`src/rtl/uart_tx_arbiter.sv`:
```
// uart_tx_arbiter
//   Shares a single UART_tx transmitter between NUM_REQ byte sources.
//   A round-robin arbiter picks one pending byte and latches it into tx_data.
//   It then pulses trmt and waits for tx_done. Finally it pulses done[] for
//   the requester that won.
//
// Build option:
//   UART_ARB_LOCK_EN  When defined, this adds the lock port. A previous winner
//                     that holds both req and lock is granted again without
//                     advancing the rotation.
//
// Ports:
//   clk      in   system clock, all logic on posedge
//   rst      in   asynchronous active-high reset
//   req      in   NUM_REQ   request per source
//   data     in   8*NUM_REQ flattened bytes, source i at [i*8 +: 8]
//   ack      out  NUM_REQ   one-hot 1-cycle pulse, byte accepted
//   done     out  NUM_REQ   one-hot 1-cycle pulse, byte fully sent
//   lock     in   NUM_REQ   (UART_ARB_LOCK_EN only) keep grant for packets
//   trmt     out  1-cycle start pulse to UART_tx
//   tx_data  out  byte to UART_tx, stable from trmt until done
//   tx_done  in   UART_tx frame complete (level)
//   busy     out  high from grant until the done pulse
//   cur_id   out  index of the current/last granted source
module uart_tx_arbiter #(
  parameter int NUM_REQ = 4,
  localparam int ID_W = $clog2(NUM_REQ)
) (
  input  logic                 clk,
  input  logic                 rst,
  input  logic [NUM_REQ-1:0]   req,
  input  logic [8*NUM_REQ-1:0] data,
  output logic [NUM_REQ-1:0]   ack,
  output logic [NUM_REQ-1:0]   done,
`ifdef UART_ARB_LOCK_EN
  input  logic [NUM_REQ-1:0]   lock,
`endif
  output logic                 trmt,
  output logic [7:0]           tx_data,
  input  logic                 tx_done,
  output logic                 busy,
  output logic [ID_W-1:0]      cur_id
);

  localparam logic [1:0] S_IDLE   = 2'd0;
  localparam logic [1:0] S_LAUNCH = 2'd1;
  localparam logic [1:0] S_WAIT   = 2'd2;

  logic [1:0]         state_q, state_d;
  logic [ID_W-1:0]    rr_ptr_q, rr_ptr_d;
  logic [NUM_REQ-1:0] ack_q, ack_d;
  logic [NUM_REQ-1:0] done_q, done_d;
  logic               trmt_q, trmt_d;
  logic [7:0]         tx_data_q, tx_data_d;
  logic               busy_q, busy_d;
  logic [ID_W-1:0]    cur_id_q, cur_id_d;
  logic               locked_q, locked_d;

  function automatic logic [NUM_REQ-1:0] id_onehot(input logic [ID_W-1:0] id);
    id_onehot     = '0;
    id_onehot[id] = 1'b1;
  endfunction

  // Candidate k is (rr_ptr + k) mod NUM_REQ. The sum is one bit wider, so the
  // wrap is exact for non-power-of-2 NUM_REQ and never yields an id >= NUM_REQ.
  logic [ID_W:0]      cand_sum [NUM_REQ];
  logic [ID_W-1:0]    cand_idx [NUM_REQ];
  logic [NUM_REQ-1:0] cand_hit;

  generate
    for (genvar gi = 0; gi < NUM_REQ; gi++) begin : g_cand
      assign cand_sum[gi] = {1'b0, rr_ptr_q} + (ID_W+1)'(gi);
      assign cand_idx[gi] = (cand_sum[gi] >= (ID_W+1)'(NUM_REQ))
                            ? ID_W'(cand_sum[gi] - (ID_W+1)'(NUM_REQ))
                            : cand_sum[gi][ID_W-1:0];
      assign cand_hit[gi] = req[cand_idx[gi]];
    end
  endgenerate

  // The lowest offset from rr_ptr wins. Scanning downward lets the last
  // assignment win.
  logic [ID_W-1:0] pick_idx;
  always_comb begin
    pick_idx = '0;
    for (int k = NUM_REQ - 1; k >= 0; k--) begin
      if (cand_hit[k]) pick_idx = cand_idx[k];
    end
  end

  logic lock_hit;
`ifdef UART_ARB_LOCK_EN
  assign lock_hit = req[cur_id_q] & lock[cur_id_q];
`else
  assign lock_hit = 1'b0;
`endif

  logic [ID_W-1:0] grant_idx;
  assign grant_idx = lock_hit ? cur_id_q : pick_idx;

  always_comb begin
    state_d   = state_q;
    rr_ptr_d  = rr_ptr_q;
    ack_d     = '0;
    done_d    = '0;
    trmt_d    = 1'b0;
    tx_data_d = tx_data_q;
    busy_d    = busy_q;
    cur_id_d  = cur_id_q;
    locked_d  = locked_q;
    case (state_q)
      S_IDLE: begin
        // tx_done is deliberately not looked at here. It may still be high
        // from the previous frame.
        if (|req) begin
          tx_data_d = data[{grant_idx, 3'b000} +: 8];
          cur_id_d  = grant_idx;
          ack_d     = id_onehot(grant_idx);
          busy_d    = 1'b1;
          locked_d  = lock_hit;
          state_d   = S_LAUNCH;
        end
      end
      S_LAUNCH: begin
        trmt_d  = 1'b1;
        state_d = S_WAIT;
        // A locked re-grant leaves the rotation where it was, so normal
        // round-robin resumes from the same point once lock is released.
        if (!locked_q) begin
          rr_ptr_d = (cur_id_q == ID_W'(NUM_REQ - 1)) ? '0 : cur_id_q + ID_W'(1);
        end
      end
      S_WAIT: begin
        // trmt_q is high only in the first WAIT cycle. tx_done is still stale
        // then, because UART_tx clears it on the edge that ends this cycle.
        if (!trmt_q && tx_done) begin
          done_d  = id_onehot(cur_id_q);
          busy_d  = 1'b0;
          state_d = S_IDLE;
        end
      end
      default: state_d = S_IDLE;
    endcase
  end

  always_ff @(posedge clk or posedge rst) begin
    if (rst) begin
      state_q   <= S_IDLE;
      rr_ptr_q  <= '0;
      ack_q     <= '0;
      done_q    <= '0;
      trmt_q    <= 1'b0;
      tx_data_q <= 8'h00;
      busy_q    <= 1'b0;
      cur_id_q  <= '0;
      locked_q  <= 1'b0;
    end else begin
      state_q   <= state_d;
      rr_ptr_q  <= rr_ptr_d;
      ack_q     <= ack_d;
      done_q    <= done_d;
      trmt_q    <= trmt_d;
      tx_data_q <= tx_data_d;
      busy_q    <= busy_d;
      cur_id_q  <= cur_id_d;
      locked_q  <= locked_d;
    end
  end

  assign ack     = ack_q;
  assign done    = done_q;
  assign trmt    = trmt_q;
  assign tx_data = tx_data_q;
  assign busy    = busy_q;
  assign cur_id  = cur_id_q;

endmodule
```
`config.mk`:
```
export PLATFORM = sky130hd
export DESIGN_NAME = uart_tx_arbiter
export DESIGN_NICKNAME = d
export VERILOG_FILES = /design/src/rtl/uart_tx_arbiter.sv
export SDC_FILE = /design/constraint.sdc
export NUM_CORES = 1
export LEC_CHECK = 0
export ABC_AREA = 1
export ABC_CLOCK_PERIOD_IN_PS = 1750
export CAP_MARGIN = 20
export CORE_MARGIN = 4
export CORE_UTILIZATION = 45
export DETAILED_ROUTE_END_ITERATION = 6
export MAX_ROUTING_LAYER = met4
export PLACE_DENSITY = 0.81
export SETUP_SLACK_MARGIN = 0.4
export SYNTH_ARGS = -nofsm -noshare
export SYNTH_HDL_FRONTEND = slang
export SYNTH_SLANG_ARGS = --single-unit
export TNS_END_PERCENT = 50
```
`constraint.sdc`:
```
create_clock -name clk -period 1.75 [get_ports clk]
set_input_delay 0.2625 -clock clk [delete_from_list [all_inputs] [get_ports clk]]
set_output_delay 0.2625 -clock clk [all_outputs]
set_load 0.05 [all_outputs]
```
==> flow_summary.toml, run 1 <==
[yosys]
synth_top_family_by_area = "simple AND/OR/NAND/NOR gates"
yosys_warnings = 0
synth-simple-area-share = 0.4116
muxShareOfSynthArea = 0
synth_fa_ha_area_frac = 0.03089
synth-xor-area-share = 0
ys_ff_latch = 24
synth_area_sq_um = 1620
syn_avg_cell_area_sq_um = 7.169
yosys.area.top_type = "dfrtp_1"
syn_nets = 269
synth.distinct_cells = 25
ys_top_cells_by_area = "dfrtp_1 (37%), nand2_1 (16%), nand3_1 (11%), inv_1 (9.5%), nand2_2 (5.0%)"
synth_top_area_frac = 0.3707
synth_compound_area_frac = 0.03166
yosysSeqAreaShare = 0.3707
syn_inst = 226

[pwr]
p_clk_frac = 0.071
power.switching_w = 0.002914
power.leakage_nw = 1.401
ir_worst_vdd_mv = 1.150
combPwrFrac = 0.769
powerDensity_nw_per_um2 = 2208
intPower_w = 0.002799
switching_share = 0.5101
p_seq_frac = 0.160

[worst_setup_path]
cp.arrival_ns = 2.00
start_kind = "register"
critPathRequiredTime_ns = 1.98
path_max_fanout = 6
crit_type = "reg -> reg"
critPathCaptureType = "register"

[floorplan]
die_y_um = 68.01
row_count = 21
die_x_um = 68.01
core_area_sq_um = 3416
ios = 59
die-area_sq_um = 4625
initial_core_util = 0.4744

[flow_run]
maxCapViolCount = 0

[outcome]
violations = "negative setup slack"
status = "finished, violations left"

[grt]
grt_antenna_before_repair = 0
grt_max_degree = 25
grt_pass1_vias = 1664
overflow = 0
grt_pass1_wl_um = 6913
grt_use_total = 0.2034

[clocking]
cts_root_buf = "clkbuf_4"
worstSkewPairLatency_ns = 0.32
cts_tree = "done"
h-tree-depth = 1
clk_pin_slew_ns = 0.13
numCtsBuffers = 3
max-clock-path-buffers = 2
cts.sinks = 24

[timing]
worstMarginPinSlew_ns = 0.3471
setup_violations = 3
finalHoldViolations = 0
min_period_ns = 1.771
slew_headroom = 0.7677
hold_slack_ns = 0.2711
slew_viol_final = 0
fmax_mhz = 564.7
finClkSkew_ns = 0.0007579
setup_slack_ns = -0.02095
rsz0062_at_grt = "true"
finalSetupTns_ns = -0.04264
finalCritPeriodShare = 1.012

[placed_design]
dp_hpwl_um = 3076
post-place-ws_ns = -0.2004
io_buffers = 58
place_congestion = 0.8418

[drt]
route.vias.total = 1710
antenna_left = 0
drt-wirelength-per-cell_um = 12.78
via_per_inst = 4.831
drc = 0
drt-total-wl_um = 4524
detail_route.first_pass.iterations = 4
drtIter0Drc = 137

[layout]
antenna_cells = 0
fillers = 238
nets = 352
area_growth_pct = 59.69
layout-drive-gt1-share = 0.3279

[min_path]
hold_class = "in -> async"
==> power groups by stage <==
stage | logic, W | clock network, W | registers [W]
floorplan | 0.00196 | 0 | 0.00149
finish | 0.00440 | 0.000405 | 0.000913
CTS | 0.00404 | 0.000409 | 0.000905
detailed placement | 0.00360 | 0 | 0.000951
global placement | 0.00354 | 0 | 0.000951
global route | 0.00472 | 0.000429 | 0.000942
==> cells in the mapped netlist <==
master / count
nand2_1: 71
inv_1: 41
nand3_1: 35
dfrtp_1: 24
nand2_2: 13
nor2_1: 11
o21ai_0: 5
ha_1: 4
buf_6: 3
nand3_2: 3
nand2_4: 2
a21oi_1: 1
a21oi_4: 1
buf_12: 1
buf_4: 1
clkbuf_1: 1
clkbuf_8: 1
inv_2: 1
inv_4: 1
inv_6: 1
nand2_8: 1
nand3_4: 1
nand4_1: 1
nor2_2: 1
o21ai_1: 1
==> worst paths after layout <==
path                       depth (start not counted)  slack [ns]        start     endpoint
setup / recovery                                  15       -0.02  rr_ptr_q[0]   tx_data[1]
hold / removal                                     3        0.27          rst      done[1]
setup reg to reg                                  15       -0.02  rr_ptr_q[0]   tx_data[1]
hold reg to reg                                    2        0.52         busy         busy
max in group asynchronous                          3        1.24          rst  rr_ptr_q[0]
min in group clk                                   2        0.52         busy         busy
==> sequential cells by signal, summed over array words and instances (netlist names) <==
register and count:
tx_data 8, cur_id 2, ack 4, rr_ptr_q 2
trmt 1, busy 1, done 4, state_q 2
==> area by class of cell <==
cell class | instances | area [sq um] | share of cell area
clock buffers | 3 | 22.52 | 0.008704
clock inverters | 1 | 30.03 | 0.01161
inverters | 44 | 175.2 | 0.06770
multi-input cells | 151 | 908.4 | 0.3511
flip-flops and latches | 24 | 601.8 | 0.2326
well taps | 46 | 57.56 | 0.02224
repair buffers | 85 | 792.0 | 0.3061
==> cell usage in the layout, fill, tap and decap left out, drive strengths merged <==
cell / synthesis / routed
a21oi: 2 / 2
buf: 5 / 39
bufinv: 0 / 1
clkbuf: 2 / 11
clkdlybuf4s50: 0 / 38
dfrtp: 24 / 24
ha: 4 / 4
inv: 44 / 44
nand2: 87 / 87
nand3: 39 / 39
nand4: 1 / 1
nor2: 12 / 12
o21ai: 6 / 6
==> kinds of logic (layout without fill, tap and decap cells) <==
kind of cell | after synthesis | count (layout)
buf+inv | 51 | 133
compound gates | 8 | 8
simple gates | 139 | 139
flops | 24 | 24
fa+ha+maj | 4 | 4
==> through the flow <==
| step | std cells | power [W] | utilization | cell area, sq um |
|---|---|---|---|---|
| final | 354 | 0.005713 | 0.7575 | 2587 |
| after global placement | 342 | 0.004486 | 0.6905 | 2359 |
| after floorplan | 226 | 0.003457 | - | 1637 |
| after detailed placement | 342 | 0.004556 | 0.6905 | 2359 |
| after CTS | 352 | 0.005357 | 0.7403 | 2529 |
| after global routing | 354 | 0.006094 | 0.7575 | 2587 |
==> worst max-delay path, stage by stage (launching register included) <==
cell	delay (ns)
dfrtp_2	0.43
buf_6	0.14
inv_8	0.08
nand2_4	0.06
nand3_4	0.09
nand2_4	0.06
nand3_4	0.10
nand2_4	0.08
nand2_8	0.09
nand2_8	0.07
buf_12	0.14
buf_12	0.12
nand2_2	0.04
nand2_1	0.04
nand3_1	0.07
nand2_1	0.05
==> routing by layer <==
layer | global-route usage | wire (um)
met1 | 0.2195 | 1738
met2 | 0.3622 | 2395
met3 | 0.03612 | 329
met4 | 0.08933 | 61
met5 | - | 0
==> repair_timing <==
action / in CTS / in global routing
endpoints found under the hold margin: 0 / 0
pin swaps: 18 / 14
hold buffers: 0 / 0
gates resized for setup: 33 / 30
endpoints found under the setup margin: 23 / 23
buffers inserted: 6 / 2
No activity file was read; power rests on OpenSTA's default activity.
==> run 2: changes to the inputs <==
--- a/config.mk
+++ b/config.mk
@@ -6,7 +6,6 @@
 export NUM_CORES = 1
 export LEC_CHECK = 0
 export ABC_AREA = 1
-export ABC_CLOCK_PERIOD_IN_PS = 1750
 export CAP_MARGIN = 20
 export CORE_MARGIN = 4
 export CORE_UTILIZATION = 45
==> results of run 2 <==
No change in the layout: final DEF, timing and power equal those of run 1.
==> run 3: changes to the inputs <==
--- a/config.mk
+++ b/config.mk
@@ -7,12 +7,11 @@
 export LEC_CHECK = 0
 export ABC_AREA = 1
 export CAP_MARGIN = 20
-export CORE_MARGIN = 4
+export CORE_MARGIN = 2
 export CORE_UTILIZATION = 45
 export DETAILED_ROUTE_END_ITERATION = 6
 export MAX_ROUTING_LAYER = met4
 export PLACE_DENSITY = 0.81
-export SETUP_SLACK_MARGIN = 0.4
 export SYNTH_ARGS = -nofsm -noshare
 export SYNTH_HDL_FRONTEND = slang
 export SYNTH_SLANG_ARGS = --single-unit
==> constraint.sdc (replaced) <==
create_clock -name clk -period 1.75 [get_ports clk]
set_input_delay 0.2625 -clock clk [delete_from_list [all_inputs] [get_ports clk]]
set_output_delay 0.2625 -clock clk [all_outputs]
set_load 0.01 [all_outputs]
==> flow_summary.toml, run 3 (synthesis results as in run 1) <==
[timing]
finalSetupTns_ns = 0
fmax_mhz = 572.0
hold_slack_ns = 0.2501
setup_violations = 0
finalHoldViolations = 0
worstMarginPinSlew_ns = 0.3179
finClkSkew_ns = 0.01161
setup_slack_ns = 0.001753
min_period_ns = 1.748
slew_viol_final = 0
finalCritPeriodShare = 0.9990
slew_headroom = 0.7878
rsz0062_at_grt = "true"

[drt]
drt-wirelength-per-cell_um = 11.85
drc = 0
antenna_left = 0
route.vias.total = 1666
detail_route.first_pass.iterations = 5
drtIter0Drc = 128
drt-total-wl_um = 4148
via_per_inst = 4.760

[layout]
nets = 348
largest_reg_flops = 8
layout_commonest_cell = "nand2_1"
final_core_util = 0.7623
antenna_cells = 0
ff_latch_area_sq_um = 603.1
fillers = 242
multi_input_area_sq_um = 882.1
layout_common_cells = "nand2_1 (62), clkdlybuf4s50_1 (58), inv_1 (40)"
layout-drive-gt1-share = 0.2336
area_growth_pct = 59.46

[pwr]
power.leakage_nw = 1.344
ir_worst_vdd_mv = 0.8605
powerDensity_nw_per_um2 = 1874

[clocking]
postCtsHoldBufs = 0
cts.sinks = 24
worstSkewPairLatency_ns = 0.33
h-tree-depth = 1
numCtsBuffers = 3
max-clock-path-buffers = 2
cts_root_buf = "clkbuf_4"
cts_tree = "done"
clk_pin_slew_ns = 0.15

[worst_setup_path]
r2r_slack_ns = 0.002
critPathBufInv = 4
critPathCaptureType = "register"
r2r-end = "tx_data[7]"
path_delay_family = "simple AND/OR/NAND/NOR gates"
start_kind = "register"
crit_type = "reg -> reg"
crit_path_max_incr_delay_ns = 0.51
cp_slowest_cell = "dfrtp_2"
critPathRequiredTime_ns = 2.02
r2r-start = "rr_ptr_q[0]"
path_max_fanout = 6
reg2reg_depth = 14
crit_chain = "buf_6 > nand2_2 > nand2_2 > nand2_2 > nand2_1 > inv_1 > nand2_1 > nand2_2 > a21oi_4 > buf_6 > nand3_2 > nand2_1 > inv_1 > nand2_1"
cp.arrival_ns = 2.02

[floorplan]
ios = 59
die-area_sq_um = 4097
core_area_sq_um = 3390
die_x_um = 64.01
row_count = 21
die_y_um = 64.01
initial_core_util = 0.4780

[grt]
grt_max_degree = 25
grt_pass1_vias = 1524
grt_pass1_wl_um = 6299
grt_use_total = 0.1963
overflow = 0
grt_antenna_before_repair = 0

[placed_design]
io_buffers = 58
post-place-ws_ns = -0.1955
dp_hpwl_um = 2826
place_congestion = 0.9419

[min_path]
hold_class = "in -> async"

[flow_run]
maxCapViolCount = 0

[outcome]
status = "completed"
run 3: changes by cell type in the layout (fill, tap and decap cells not counted), sizes merged:
cell | before | now
clkdlybuf4s50 | 38 | 58
clkbuf | 11 | 4
nand2 | 87 | 88
inv | 44 | 43
buf | 39 | 21
clkinv | 0 | 1
run 3: worst register-to-register path, delay by kind of cell (launching register included):
kind / cells / cell delay [ns]
flip-flops: 1 / 0.51
AND/OR/NAND/NOR: 9 / 0.63
AO/OA/AOI/OAI: 1 / 0.17
buffers and inverters: 4 / 0.37
run 3: worst max-delay path by stage:
stage	start	end	slack, ns	cells past startpoint
2_1_floorplan	rr_ptr_q[0]	tx_data[0]	0.19	12
5_1_grt	rr_ptr_q[0]	tx_data[6]	-0.11	12
6_report	rr_ptr_q[0]	tx_data[7]	0.002	14
3_5_place_dp	req[3]	tx_data[7]	-0.20	13
4_1_cts	rr_ptr_q[0]	tx_data[7]	0.008	13
3_3_place_gp	req[3]	tx_data[7]	-0.15	13
run 3: cell type report:
type / count / area share
Tap cell: 46 / 0.02228
Multi-Input combinational cell: 152 / 0.3414
Timing Repair Buffer: 80 / 0.3157
Sequential cell: 24 / 0.2334
Inverter: 44 / 0.06683
Clock buffer: 3 / 0.008717
Clock inverter: 1 / 0.01162
run 3: timing repair:
item                       4_1_cts  5_1_grt
setup endpoints to repair        8       11
cloned                           0        2
pin swaps                        0       15
buffers inserted                 0        6
resized for setup                1       35
run 3: through the flow:
| step | instance area (sq um) | power [W] | cells |
|---|---|---|---|
| after floorplan | 1620 | 0.002916 | 226 |
| after global placement | 2317 | 0.003727 | 338 |
| after detailed placement | 2317 | 0.003793 | 338 |
| after CTS | 2371 | 0.004211 | 342 |
| after global routing | 2584 | 0.005249 | 350 |
| final | 2584 | 0.004841 | 350 |
run 3: power breakdown:
| group | switching, W | total, W | internal (W) |
|---|---|---|---|
| clock | 0.000184 | 0.000416 | 0.000232 |
| combinational | 0.00189 | 0.00347 | 0.00158 |
| sequential | 0.000167 | 0.000952 | 0.000785 |
run 3: routing by layer:
layer  vias to the layer above  part of all wire  global-route usage
met2                        53              0.52              0.3359
met5                         -                 0                   -
met3                         6             0.046             0.02817
met1                       765              0.43              0.2475
met4                         0            0.0092             0.04076
li1                        842                 -                   -
